**config.mk**
```make
export PLATFORM = sky130hd
export DESIGN_NAME = instr_issue
export DESIGN_NICKNAME = d
export VERILOG_FILES = /design/src/rtl/instr_issue_pkg.sv /design/src/rtl/instr_fifo.sv /design/src/rtl/instr_issue.sv
export SDC_FILE = /design/constraint.sdc
export NUM_CORES = 1
export LEC_CHECK = 0
export ABC_AREA = 1
export CELL_PAD_IN_SITES_DETAIL_PLACEMENT = 1
export CELL_PAD_IN_SITES_GLOBAL_PLACEMENT = 1
export CORE_UTILIZATION = 44
export CTS_BUF_LIST = sky130_fd_sc_hd__clkbuf_8
export CTS_CLUSTER_DIAMETER = 150
export DETAILED_ROUTE_END_ITERATION = 10
export HOLD_SLACK_MARGIN = 0.06
export PLACE_DENSITY_LB_ADDON = 0.1
export SYNTH_ARGS = -nofsm -noshare
export SYNTH_HDL_FRONTEND = slang
export SYNTH_SLANG_ARGS = --single-unit
```
**constraint.sdc**
```tcl
create_clock -name clock -period 8.9 [get_ports clock]
set_input_delay 2.225 -clock clock [delete_from_list [all_inputs] [get_ports clock]]
set_output_delay 2.225 -clock clock [all_outputs]
set_load 0.01 [all_outputs]
```
**src/rtl/instr_issue_pkg.sv**
```systemverilog
// Shared opcode constants, field positions, issue states
// and the fetch bundle carried through the issue buffer.
package instr_issue_pkg;

  localparam logic [3:0] OP_JUMP   = 4'd0;
  localparam logic [3:0] OP_RTYPE  = 4'd1;
  localparam logic [3:0] OP_LW     = 4'd2;
  localparam logic [3:0] OP_SW     = 4'd3;
  localparam logic [3:0] OP_BRANCH = 4'd4;
  localparam logic [3:0] OP_MAX    = 4'd4;

  localparam int OPCODE_MSB = 15;
  localparam int OPCODE_LSB = 12;

  typedef enum logic {
    RUN  = 1'b0,
    HALT = 1'b1
  } issue_state_t;

  typedef struct packed {
    logic [15:0] pc;
    logic [15:0] instr;
  } fetch_t;

  function automatic logic op_legal(
    input logic [3:0] op
  );
    return op <= OP_MAX;
  endfunction

endpackage

```
**src/rtl/instr_fifo.sv**
```systemverilog
// DEPTH-entry FIFO of {pc, instr} with push/pop/flush.
// Ports: push/wdata in, pop, flush, head (zero when empty), count.
module instr_fifo
  import instr_issue_pkg::*;
#(
  parameter  int DEPTH = 2,
  localparam int CW    = $clog2(DEPTH + 1)
) (
  input  logic          clock,
  input  logic          reset_n,
  input  logic          push,
  input  fetch_t        wdata,
  input  logic          pop,
  input  logic          flush,
  output fetch_t        head,
  output logic [CW-1:0] count
);

  localparam int PW = (DEPTH > 1) ? $clog2(DEPTH) : 1;
  localparam logic [PW-1:0] LAST = PW'(DEPTH - 1);
  localparam logic [CW-1:0] FULL = CW'(DEPTH);

  fetch_t        mem [DEPTH];
  logic [PW-1:0] rd_ptr;
  logic [PW-1:0] wr_ptr;
  logic          do_push;
  logic          do_pop;

  function automatic logic [PW-1:0] nxt(
    input logic [PW-1:0] p
  );
    return (p == LAST) ? '0 : p + 1'b1;
  endfunction

  assign do_pop  = pop && (count != '0);
  assign do_push = push && ((count != FULL) || do_pop);
  assign head    = (count != '0) ? mem[rd_ptr] : '0;

  always_ff @(posedge clock or negedge reset_n) begin
    if (!reset_n) begin
      rd_ptr <= '0;
      wr_ptr <= '0;
      count  <= '0;
    end else if (flush) begin
      rd_ptr <= '0;
      wr_ptr <= '0;
      count  <= '0;
    end else begin
      if (do_push) wr_ptr <= nxt(wr_ptr);
      if (do_pop)  rd_ptr <= nxt(rd_ptr);
      unique case ({do_push, do_pop})
        2'b10:   count <= count + 1'b1;
        2'b01:   count <= count - 1'b1;
        default: count <= count;
      endcase
    end
  end

  always_ff @(posedge clock) begin
    if (do_push && !flush) mem[wr_ptr] <= wdata;
  end

  a_no_overflow: assert property (
    @(posedge clock) disable iff (!reset_n)
    count <= FULL
  );

endmodule

```
**src/rtl/instr_issue.sv**
```systemverilog
// Fetches instruction words, buffers them and issues opcode/instr/pc
// to decode over valid/ready; handles redirects and halts on bad opcodes.
module instr_issue
  import instr_issue_pkg::*;
#(
  parameter logic [15:0] RESET_PC = 16'h0000,
  parameter int          DEPTH    = 2
) (
  input  logic        clock,
  input  logic        reset_n,
  output logic        imem_req,
  output logic [15:0] imem_addr,
  input  logic [15:0] imem_rdata,
  input  logic        imem_rvalid,
  output logic        issue_valid,
  input  logic        issue_ready,
  output logic [3:0]  opcode,
  output logic [15:0] instr,
  output logic [15:0] pc,
  input  logic        redirect_valid,
  input  logic [15:0] redirect_pc,
  output logic        illegal_op
);

  localparam int CW = $clog2(DEPTH + 1);
  localparam logic [CW:0] LIMIT = (CW + 1)'(DEPTH);

  issue_state_t  state;
  issue_state_t  state_nxt;
  logic [15:0]   fetch_pc;
  logic [15:0]   req_pc;
  logic          outstanding;
  logic          req_epoch;
  logic          epoch;
  fetch_t        head;
  logic [CW-1:0] count;
  logic [CW:0]   credit;
  logic          has_head;
  logic          head_ok;
  logic          push;
  logic          pop;

  assign has_head    = count != '0;
  assign head_ok     = op_legal(head.instr[OPCODE_MSB:OPCODE_LSB]);
  assign issue_valid = has_head && (state == RUN) && head_ok;
  assign pop         = issue_valid && issue_ready;

  // A pop this cycle frees its slot before the response lands,
  // which is what sustains one instruction per cycle.
  assign credit = {1'b0, count}
                + {{CW{1'b0}}, outstanding}
                - {{CW{1'b0}}, pop};

  assign imem_req  = reset_n && (state == RUN)
                  && !redirect_valid && (credit < LIMIT);
  assign imem_addr = fetch_pc;

  // Stale-epoch or unrequested responses are dropped.
  assign push = imem_rvalid && outstanding && (req_epoch == epoch);

  assign opcode     = head.instr[OPCODE_MSB:OPCODE_LSB];
  assign instr      = head.instr;
  assign pc         = head.pc;
  assign illegal_op = state == HALT;

  always_ff @(posedge clock or negedge reset_n) begin
    if (!reset_n) begin
      state       <= RUN;
      fetch_pc    <= RESET_PC;
      req_pc      <= '0;
      outstanding <= 1'b0;
      req_epoch   <= 1'b0;
      epoch       <= 1'b0;
    end else begin
      state       <= state_nxt;
      outstanding <= imem_req;
      if (imem_req) begin
        req_epoch <= epoch;
        req_pc    <= fetch_pc;
        fetch_pc  <= fetch_pc + 16'd1;
      end
      if (redirect_valid) begin
        epoch    <= ~epoch;
        fetch_pc <= redirect_pc;
      end
    end
  end

  always_comb begin
    state_nxt = state;
    unique case (1'b1)
      redirect_valid:
        state_nxt = RUN;
      (state == RUN) && has_head && !head_ok:
        state_nxt = HALT;
      default: ;
    endcase
  end

  instr_fifo #(
    .DEPTH (DEPTH)
  ) u_fifo (
    .clock   (clock),
    .reset_n (reset_n),
    .push    (push),
    .wdata   ('{pc: req_pc, instr: imem_rdata}),
    .pop     (pop),
    .flush   (redirect_valid),
    .head    (head),
    .count   (count)
  );

endmodule
```
==> impl_metrics.toml <==
[status]
status = "completed"

[floorplanning]
fp.dieH_um = 103.5
std_cell_rows = 36
dieArea_mm2 = 0.01071
core_mm2 = 0.009864
start_util = 0.4593
die_w_um = 103.5
pin_count = 92

[sta]
max_slew_margin = 0.5780
report.final.slew_viol_count = 0
max_slew.worst_pin.slew_ns = 0.6308
fin_setup_tns_ns = 0
fin_crit_ns = 7.809
fmax_mhz = 128.1
hold_violations = 0
worst_clock_skew_ns = 0.009601
post-route-period-util = 0.8774
rsz0062_at_grt = "false"
setup_ws_ns = 1.091
finalSetupViolations = 0

[grt]
grt_pass1_wl_um = 17060
grtUsageTotal = 0.2143
grt_max_degree = 42
grt-ovfl-total = 0
antenna_found_initial = 0
grt_pass1_vias = 3478

[logic_synthesis]
synthDistinctLibCells = 32
yosysWarnings = 0
yosys_most_used_dff = "edfxtp_1"
synthCells = 436
yosysTopAreaCellShare = 0.4242
yosys.area.top_type = "edfxtp_1"
synth_nets = 476
synth-edff-count = 64
avgSynthCellArea_um2 = 10.39
yosysMostFrequentCell = "nand2_1"
synthesis.area_mm2 = 0.004531
yosys-top-cells-count = "nand2_1, edfxtp_1, dfrtp_1"
synthArstFlopShare = 0.3846
synthTopCellsByArea = "edfxtp_1, dfrtp_1, nand2_1"
synth-seq-cells = 104
yosysSeqAreaShare = 0.6451

[route]
vias = 3380
routed_wl_um = 10870
dr.first_iter.drc_count = 61
wire_per_inst_um = 16.44
first_pass_iters = 4
drc = 0
ant_nets = 0
viasPerCell = 5.113

[placed_design]
hpwl_um = 7385
port_buffers = 91
gp_congestion = 0.7600
post-place-ws_ns = 1.096

[job]
drv_cap = 0

[clock_tree]
cts-buffers-inserted = 9
cts_tree = "done"
path_clk_slew_ns = 0.10
htree_levels = 3
cts_sinks = 104
cts_buffer_depth = 2
postCtsSetupBuffers = 0
hold_buffers = 0
cts_root_buf = "clkbuf_8"
clk-insertion-delay-late_ns = 0.36
post_cts_resized = 0

[final_layout]
final_layout_size_suffix_gt1_frac = 0.08333
syn_to_final_growth_pct = 26.87
diodes = 0
fin_nets = 563
multiInputGateArea_mm2 = 0.001365
num-fill-cells = 1054
regArea_mm2 = 0.002923

[worst_setup_path]
crit_path_start_kind = "primary input"
path_class = "primary input to output pin"
cp.arrival_ns = 5.58
required_ns = 6.68
crit_fanout = 36
cp-end-kind = "output pin"

[pwr]
ir_drop_mv = 0.1102
powerDensity_mw_per_mm2 = 270.4
p_leak_nw = 2.306

[min_path]
min_path_type = "flip-flop to flip-flop"
[report_power, final]
part           switching, mW  total, mW  leakage [nW]  internal, mW
logic                  0.315      0.579          1.12         0.264
registers             0.0769      0.678          1.08         0.601
clock network          0.164      0.298         0.107         0.134
total                  0.556       1.55          2.31         0.998
[cell usage in the layout (no fill, tap or decap), types with 2 or more instances in the layout]
master / count
nor2_2: 4
nor2_1: 12
edfxtp_1: 64
ha_1: 2
o21ai_0: 11
a21oi_1: 33
nand3_2: 2
nand2_1: 136
o21ai_1: 13
nor3_4: 2
inv_1: 33
clkdlybuf4s50_1: 90
clkinv_4: 3
dfrtp_1: 40
xnor2_1: 3
clkbuf_8: 9
nand2_2: 6
o221ai_1: 4
o211ai_1: 7
nand3_1: 18
inv_2: 5
buf_4: 6
nor3_1: 3
xor2_1: 5
nand4_1: 6
[critical path, cell delays in order]
cell and delay, ns:
clkdlybuf4s50_1 0.53, nand4_4 0.18, inv_1 0.11, ha_1 0.22, inv_1 0.05, nand2_1 0.05, fa_1 0.48, nand2_1 0.05
nor3_1 0.20, nand2_2 0.41, inv_2 0.45, clkdlybuf4s50_1 0.61
[per-stage QoR]
stage                     hold WS [ns]  instance area, µm²  power [mW]  utilization  cells
after floorplan                 0.4424                4531      0.9878            -    436
after global placement          0.4518                5544       1.242       0.5620    645
after detailed placement        0.4583                5544       1.271       0.5620    645
after CTS                       0.4848                5748       1.572       0.5827    661
after global routing            0.4899                5748       1.652       0.5827    661
final                           0.4825                5748       1.554       0.5827    661
[path summary, 6_finish.rpt]
kind	startpoint	end	slack (ns)	cells past startpoint
setup / recovery	issue_ready	imem_req	1.09	12
hold / removal	req_pc[3]$_DFFE_PN0P_	u_fifo.mem[0][19]$_DFFE_PP_	0.48	0
setup reg to reg	u_fifo.rd_ptr$_DFFE_PN0P_	imem_addr[9]$_DFFE_PN0P_	4.63	18
hold reg to reg	req_pc[3]$_DFFE_PN0P_	u_fifo.mem[0][19]$_DFFE_PP_	0.48	0
max in group asynchronous	reset_n	u_fifo.wr_ptr$_DFFE_PN0P_	6.60	2
min in group asynchronous	reset_n	req_pc[12]$_DFFE_PN0P_	1.93	2
[layer usage]
| layer | up-vias | GRT usage | part of all wire |
|---|---|---|---|
| met1 | 1652 | 0.2724 | 0.45 |
| met3 | 13 | 0.03360 | 0.042 |
| met4 | 0 | 0.07692 | 0.013 |
| met2 | 77 | 0.3724 | 0.50 |
| li1 | 1638 | - | - |
| met5 | - | 0 | 0 |
[sequential cells by signal, indices dropped and copies added (netlist names)]
signal / count
epoch: 1
illegal_op: 1
imem_addr: 16
outstanding: 1
req_epoch: 1
req_pc: 16
u_fifo.count: 2
u_fifo.mem: 64
u_fifo.rd_ptr: 1
u_fifo.wr_ptr: 1
[kinds of logic (layout without fill, tap and decap cells)]
logic type                 after synthesis  in the layout  share of synthesized area
adders and majority gates                3              3                   0.009941
and+or+nand+nor                        192            192                     0.1870
AOI/OAI and AO/OA                       71             71                    0.08754
DFF                                    104            104                     0.6451
xor gates and xnor gates                 8              8                    0.01547
buffers and inverters                   58            150                    0.05496
[final cells by class]
type,instances,share of cell area
sequential,104,0.5085
clock inverter,7,0.01393
clock buffer,9,0.02155
tap,133,0.02895
multi-input combinational,274,0.2375
inverter,37,0.02416
timing repair buffer,97,0.1654
(Power assumes the default switching activity.)
